### config.mk
export PLATFORM = sky130hd
export DESIGN_NAME = cache_nway
export DESIGN_NICKNAME = d
export VERILOG_FILES = /design/src/rtl/cache_nway.sv
export SDC_FILE = /design/constraint.sdc
export NUM_CORES = 2
export LEC_CHECK = 0
export CAP_MARGIN = 20
export CORE_MARGIN = 5
export CORE_UTILIZATION = 47
export DETAILED_ROUTE_END_ITERATION = 8
export DONT_BUFFER_PORTS = 1
export PLACE_DENSITY = 0.65
export SLEW_MARGIN = 20
export SYNTH_ARGS = -nofsm -noshare
export SYNTH_HDL_FRONTEND = slang
export SYNTH_SLANG_ARGS = --single-unit
export TNS_END_PERCENT = 10
### constraint.sdc
create_clock -name clk -period 14.42 [get_ports clk]
set_input_delay 0.721 -clock clk [delete_from_list [all_inputs] [get_ports clk]]
set_output_delay 0.721 -clock clk [all_outputs]
set_load 0.005 [all_outputs]
### src/rtl/cache_nway.sv
// N-way set-associative write-back/write-allocate cache with tree pseudo-LRU and dirty flush walker.
// Latency: hit returns the cycle after request; miss = memory latency + 2 (+ writeback when the victim is dirty).
// Backpressure: mem_*_req held until matching ack; the requester holds master_enable until hit.
module cache_nway #(
  parameter int    WIDTH = 128,
  parameter int    DEPTH = 4,
  parameter int    WAYS  = 2,
  parameter string ALIAS = "Cache"
) (
  input  logic                 clk,
  input  logic                 reset,
  input  logic [31:0]          addr,
  input  logic                 read_write,
  input  logic                 master_enable,
  input  logic [WIDTH/8-1:0]   byte_enable,
  input  logic [WIDTH-1:0]     data_in,
  input  logic                 flush,
  output logic [WIDTH-1:0]     data_out,
  output logic                 hit,
  output logic                 flush_done,
  output logic                 mem_write_req,
  output logic [31:0]          mem_write_addr,
  output logic [WIDTH-1:0]     mem_write_data,
  input  logic                 mem_write_ack,
  output logic                 mem_read_req,
  output logic [31:0]          mem_read_addr,
  input  logic [WIDTH-1:0]     mem_read_data,
  input  logic                 mem_read_ack
);
  localparam int BYTES = WIDTH / 8;
  localparam int WB    = $clog2(BYTES);
  localparam int DB    = $clog2(DEPTH);
  localparam int TW    = 32 - WB - DB;
  localparam int WAYB  = (WAYS > 1) ? $clog2(WAYS) : 1;
  localparam int PB    = (WAYS > 1) ? WAYS - 1 : 1;

  typedef enum logic [2:0] {IDLE, EVICT, FILL, FLUSH_SCAN, FLUSH_WB, FLUSH_DONE} state_t;
  state_t state, state_n;

  logic [WIDTH-1:0] line_q  [DEPTH][WAYS];
  logic [TW-1:0]    tag_q   [DEPTH][WAYS];
  logic [WAYS-1:0]  valid_q [DEPTH];
  logic [WAYS-1:0]  dirty_q [DEPTH];
  logic [PB-1:0]    plru_q  [DEPTH];

  logic [DB-1:0]    idx, v_idx, fset;
  logic [TW-1:0]    tag, v_tag;
  logic [WAYB-1:0]  hit_way, vic_way, v_way, fway;
  logic [WAYS-1:0]  match;
  logic             any_hit, vic_dirty, f_vd, f_last;
  logic [WIDTH-1:0] hit_line, merged;
  logic             unused_offset;

  assign idx           = addr[WB+DB-1:WB];
  assign tag           = addr[31:WB+DB];
  assign unused_offset = ^addr[WB-1:0];

  // Node bit 0 = victim in left subtree, 1 = right; touching points every node on the path away.
  function automatic logic [PB-1:0] plru_touch(input logic [PB-1:0] cur, input logic [WAYB-1:0] w);
    logic [PB-1:0]   r;
    logic [WAYB-1:0] sh;
    int              n;
    r = cur;
    n = 0;
    for (int l = WAYB - 1; l >= 0; l--) begin
      sh = w >> l;
      if (sh[0]) r = r & ~(PB'(1) << n);
      else       r = r | (PB'(1) << n);
      n = 2 * n + 1 + int'(sh[0]);
    end
    return r;
  endfunction

  function automatic logic [WAYB-1:0] plru_victim(input logic [PB-1:0] cur);
    logic [PB-1:0] sh;
    int            n;
    if (WAYS == 1) return '0;
    n = 0;
    for (int l = 0; l < WAYB; l++) begin
      sh = cur >> n;
      n  = 2 * n + 1 + int'(sh[0]);
    end
    return WAYB'(n - (WAYS - 1));
  endfunction

  always_comb begin
    match   = '0;
    hit_way = '0;
    for (int w = 0; w < WAYS; w++) begin
      match[w] = valid_q[idx][w] && (tag_q[idx][w] == tag);
      if (match[w]) hit_way = WAYB'(w);
    end
    any_hit = |match;
  end

  // Lowest invalid way wins over the PLRU choice.
  always_comb begin
    vic_way = plru_victim(plru_q[idx]);
    for (int w = WAYS - 1; w >= 0; w--)
      if (!valid_q[idx][w]) vic_way = WAYB'(w);
    vic_dirty = valid_q[idx][vic_way] && dirty_q[idx][vic_way];
  end

  always_comb begin
    hit_line = line_q[idx][hit_way];
    merged   = hit_line;
    for (int b = 0; b < BYTES; b++)
      if (byte_enable[b]) merged[8*b +: 8] = data_in[8*b +: 8];
  end

  assign f_vd   = valid_q[fset][fway] && dirty_q[fset][fway];
  assign f_last = (fset == DB'(DEPTH - 1)) && (fway == WAYB'(WAYS - 1));

  always_comb begin
    state_n = state;
    case (state)
      IDLE: begin
        if (flush)                          state_n = FLUSH_SCAN;
        else if (master_enable && !any_hit) state_n = vic_dirty ? EVICT : FILL;
      end
      EVICT:      if (mem_write_ack) state_n = FILL;
      FILL:       if (mem_read_ack)  state_n = IDLE;
      FLUSH_SCAN: begin
        if (f_vd)        state_n = FLUSH_WB;
        else if (f_last) state_n = FLUSH_DONE;
      end
      FLUSH_WB:   if (mem_write_ack) state_n = FLUSH_SCAN;
      FLUSH_DONE: state_n = IDLE;
      default:    state_n = IDLE;
    endcase
  end

  always_ff @(posedge clk) begin
    if (reset) state <= IDLE;
    else       state <= state_n;
  end

  always_ff @(posedge clk) begin
    if (reset) begin
      hit            <= 1'b0;
      data_out       <= '0;
      flush_done     <= 1'b0;
      mem_write_req  <= 1'b0;
      mem_write_addr <= '0;
      mem_write_data <= '0;
      mem_read_req   <= 1'b0;
      mem_read_addr  <= '0;
      v_idx          <= '0;
      v_way          <= '0;
      v_tag          <= '0;
      fset           <= '0;
      fway           <= '0;
      for (int d = 0; d < DEPTH; d++) begin
        valid_q[d] <= '0;
        dirty_q[d] <= '0;
        plru_q[d]  <= '0;
      end
    end else begin
      hit        <= 1'b0;
      flush_done <= 1'b0;
      case (state)
        IDLE: begin
          if (flush) begin
            fset <= '0;
            fway <= '0;
          end else if (master_enable) begin
            if (any_hit) begin
              hit         <= 1'b1;
              plru_q[idx] <= plru_touch(plru_q[idx], hit_way);
              if (read_write) begin
                data_out <= hit_line;
              end else begin
                data_out                  <= merged;
                line_q[idx][hit_way]      <= merged;
                dirty_q[idx][hit_way]     <= 1'b1;
              end
            end else begin
              valid_q[idx][vic_way] <= 1'b0;
              v_idx                 <= idx;
              v_way                 <= vic_way;
              v_tag                 <= tag;
              mem_read_addr         <= {addr[31:WB], {WB{1'b0}}};
              if (vic_dirty) begin
                mem_write_req  <= 1'b1;
                mem_write_addr <= {tag_q[idx][vic_way], idx, {WB{1'b0}}};
                mem_write_data <= line_q[idx][vic_way];
              end else begin
                mem_read_req <= 1'b1;
              end
            end
          end
        end
        EVICT: if (mem_write_ack) begin
          mem_write_req <= 1'b0;
          mem_read_req  <= 1'b1;
        end
        FILL: if (mem_read_ack) begin
          line_q[v_idx][v_way]  <= mem_read_data;
          tag_q[v_idx][v_way]   <= v_tag;
          valid_q[v_idx][v_way] <= 1'b1;
          dirty_q[v_idx][v_way] <= 1'b0;
          mem_read_req          <= 1'b0;
        end
        FLUSH_SCAN: begin
          if (f_vd) begin
            mem_write_req  <= 1'b1;
            mem_write_addr <= {tag_q[fset][fway], fset, {WB{1'b0}}};
            mem_write_data <= line_q[fset][fway];
          end else if (fway == WAYB'(WAYS - 1)) begin
            fway <= '0;
            fset <= fset + 1'b1;
          end else begin
            fway <= fway + 1'b1;
          end
        end
        FLUSH_WB: if (mem_write_ack) begin
          mem_write_req       <= 1'b0;
          dirty_q[fset][fway] <= 1'b0;
        end
        FLUSH_DONE: flush_done <= 1'b1;
        default: ;
      endcase
    end
  end

  assert property (@(posedge clk) disable iff (reset) (state == IDLE && master_enable) |-> $onehot0(match))
    else $error("%s: tag matched in more than one way", ALIAS);

endmodule
==> out/metrics.cfg <==
[placement]
place_hpwl_mm=123
gp_congestion=0.837
dp_slack_ns=7.90
port-buffer-count=0

[critical_path]
r2r_start=tag_q[3][15]$_DFFE_PP_
cp.arrival_ns=6.56
worstPathRequired_ns=14.85
start_kind=primary input
reg2regPathDepth=9
path_cells=buf_16 > mux4_2 > xnor2_1 > nand4_1 > nor4_1 > nand2_4 > o21a_1 > nor2_4 > buf_4 > buf_4
worst_path_most_repeated_cell=buf_4
cpMaxStageDelayCell=nor2_4
cp_max_fo=126
path_class=primary input to register
r2r_slack_ns=8.70
r2r-end=line_q[2][6]$_DFFE_PP_
critPathTopFamily=buffers and inverters
cp_num_buf_inv=3
crit_path_end_kind=register
crit_path_max_incr_delay_ns=0.80

[yosys]
yosys.cell_types.count=64
synthTopCellsByArea=edfxtp_1 50%, mux4_2 20%, dfxtp_1 8.6%
syn_inst=4876
yosysTopAreaCellShare_pct=49.6
yosys_warnings=0
syn_area_um2=75800
synth_edf_count=1252
synth-seq-area-share_pct=58.1
synth_top_cell_by_area=edfxtp_1
synth_ff_type=edfxtp_1
ys_ff_latch=1577
avgSynthCellArea_um2=15.6
synth-async-reset-ratio_pct=0

[finish]
areaGrowthSynthToFinish_pct=10.4
final_nets=5031
drive_gt1_share_pct=24.3
fillers=12881
final_cell_mix=1,252 x edfxtp_1, 659 x mux4_2, 423 x nand2_1
layout_commonest_cell=edfxtp_1

[clocking]
htree_num_levels=4
clkTransAtPathRegs_ns=0.06
cts_made_buffers=170
worstSkewPairLatency_ns=0.82
cts_tree=yes
cts_sinks=1577
cts_setup_buffers=0
root_buffer=clkbuf_16
clock_path_buffers=3

[pwr]
seqPwrFrac_pct=48.0
clock_power_share_pct=42.1
power_frac_comb_pct=9.9
cellPowerDensity_nw_per_um2=130
power.switching_mw=2.67
peakVddDrop_uv=114
total_leakage_power_nw=27.1
internal-power_mw=8.18
power.share.switching_pct=24.6

[floorplan]
fp.dieArea_um2=170000
start_util_pct=47.2
die_h_um=412
rows=147
dieWidth_um=412
ios=635
coreArea_um2=161000

[global_route]
grt_pass1_wl_mm=313
grt_overflow=0
grt_max_degree=385
grt_pass1_vias=46304
antenna_found_initial=4
grt.total_usage_pct=24.9

[detailed_routing]
wl_per_cell_um=30.4
drc=0
ant_nets=0
vias_per_cell=6.50
dr.pass1.iters=5
wl_mm=214
drt_iter0_markers=4347
route.vias.total=45689

[hold_path]
whs_path_depth=2
min_to=data_out[117]$_SDFFE_PP0P_
hold_path.class=primary input to register
hp-start=data_in[117]

[sta]
finalSetupViolCount=0
setup_slack_ns=8.29
rsz0062_at_grt=false
finClkSkew_ns=0.0447
tns_ns=0
relSlewSlack_pct=24.2
min_period_ns=6.13
max_freq_ghz=0.163
tightest_slew_ns=1.14
period_share_pct=42.5
final_hold_viol_count=0
drv_slew=0

[run]
cap_violations=0

[outcome]
status=finished, final reports clean

## flip-flops by register name (all words and copies together) (netlist names), 2 cells and up, named ones only
| name | flops |
|---|---|
| data_out | 128 |
| dirty_q | 8 |
| fset | 2 |
| line_q | 1024 |
| mem_read_addr | 2 |
| mem_write_addr | 28 |
| mem_write_data | 128 |
| plru_q | 4 |
| state | 3 |
| tag_q | 208 |
| v_tag | 25 |
| valid_q | 8 |
## area by class of cell
cell class | instances | area, um2 | share of cell area, %
antenna | 1 | 2.50 | 0.00299
clock buffer | 223 | 4650 | 5.55
clock inverter | 99 | 1270 | 1.52
inverter | 8 | 30.0 | 0.0359
multi-input combinational | 2861 | 30000 | 35.8
sequential | 1577 | 44100 | 52.7
tap | 2160 | 2700 | 3.23
timing repair buffer | 101 | 952 | 1.14
## Yosys cell counts (3+ instances only)
master	n
a2111oi_0	3
a211o_1	3
a211oi_1	137
a21o_1	3
a21oi_1	264
a21oi_2	10
a22oi_1	22
a311o_1	130
a31o_2	11
a31oi_1	3
and2_1	3
and3_1	3
buf_1	70
buf_2	44
buf_4	13
buf_6	14
clkbuf_1	293
dfxtp_1	325
edfxtp_1	1252
inv_1	7
mux2_2	131
mux2i_1	346
mux4_2	659
nand2_1	426
nand2b_1	22
nand3_1	11
nand4_1	15
nor2_1	221
nor2b_1	137
nor3_1	15
nor4_1	9
o21a_1	7
o21ai_0	36
o21ai_1	5
o22a_1	5
o2bb2ai_1	128
o31ai_1	5
o32ai_1	4
or3_1	6
xnor2_1	48
## layer usage
layer,vias to the layer above,wire [um],GRT usage [%]
li1,19383,-,-
met1,23983,81900,32.3
met2,1957,108000,41.9
met3,366,17100,4.83
met4,0,7340,8.75
met5,-,0,0
## worst max-delay path by stage
stage | from | end | slack [ns] | cells after the start
2_1_floorplan | addr[4] | line_q[3][0]$_DFFE_PP_ | 5.13 | 9
3_3_place_gp | addr[4] | line_q[2][10]$_DFFE_PP_ | 7.94 | 9
3_5_place_dp | addr[4] | line_q[2][9]$_DFFE_PP_ | 7.90 | 9
4_1_cts | tag_q[3][23]$_DFFE_PP_ | line_q[2][7]$_DFFE_PP_ | 8.61 | 9
5_1_grt | addr[4] | line_q[2][7]$_DFFE_PP_ | 8.09 | 10
6_report | addr[4] | line_q[2][6]$_DFFE_PP_ | 8.29 | 10
## logic make-up (layout without fill, tap and decap cells)
kind of cell / count (synthesis) / in the layout / share of synthesized area (%)
fa+ha+maj: 1 / 1 / 0.0165
xor+xnor: 50 / 50 / 0.577
mux: 1137 / 1137 / 26.1
simple gates: 875 / 875 / 5.07
compound gates: 790 / 790 / 7.54
flops: 1577 / 1577 / 58.1
other cells: 1 / 9 / 0.00494
buf+inv: 445 / 431 / 2.53
## stage by stage
stage	cells	total power [mW]	hold WS (ns)	cell area [um2]	util, %
floorplan	4883	6.04	0.448	75900	-
global placement	6676	6.31	0.461	77400	48.2
detailed placement	6676	6.34	0.463	77400	48.2
CTS	7025	10.9	0.00139	83600	52.1
global route	7029	11.2	0.0429	83700	52.1
finish	7030	10.8	0.0915	83700	52.2
## repair_timing
action                                 in CTS  in global routing
setup endpoints to repair                   0                  0
endpoints found under the hold margin      68                  0
hold buffers                               27                  0
resized for setup                           0                  0
## power groups by stage
stage | Combinational, mW | Sequential [mW] | Clock, mW
after floorplan | 0.784 | 5.26 | 0
after global placement | 1.01 | 5.30 | 0
after detailed placement | 1.03 | 5.30 | 0
after CTS | 1.05 | 5.21 | 4.65
after global routing | 1.16 | 5.21 | 4.85
final | 1.08 | 5.21 | 4.57
No activity file was read; power rests on OpenSTA's default activity.
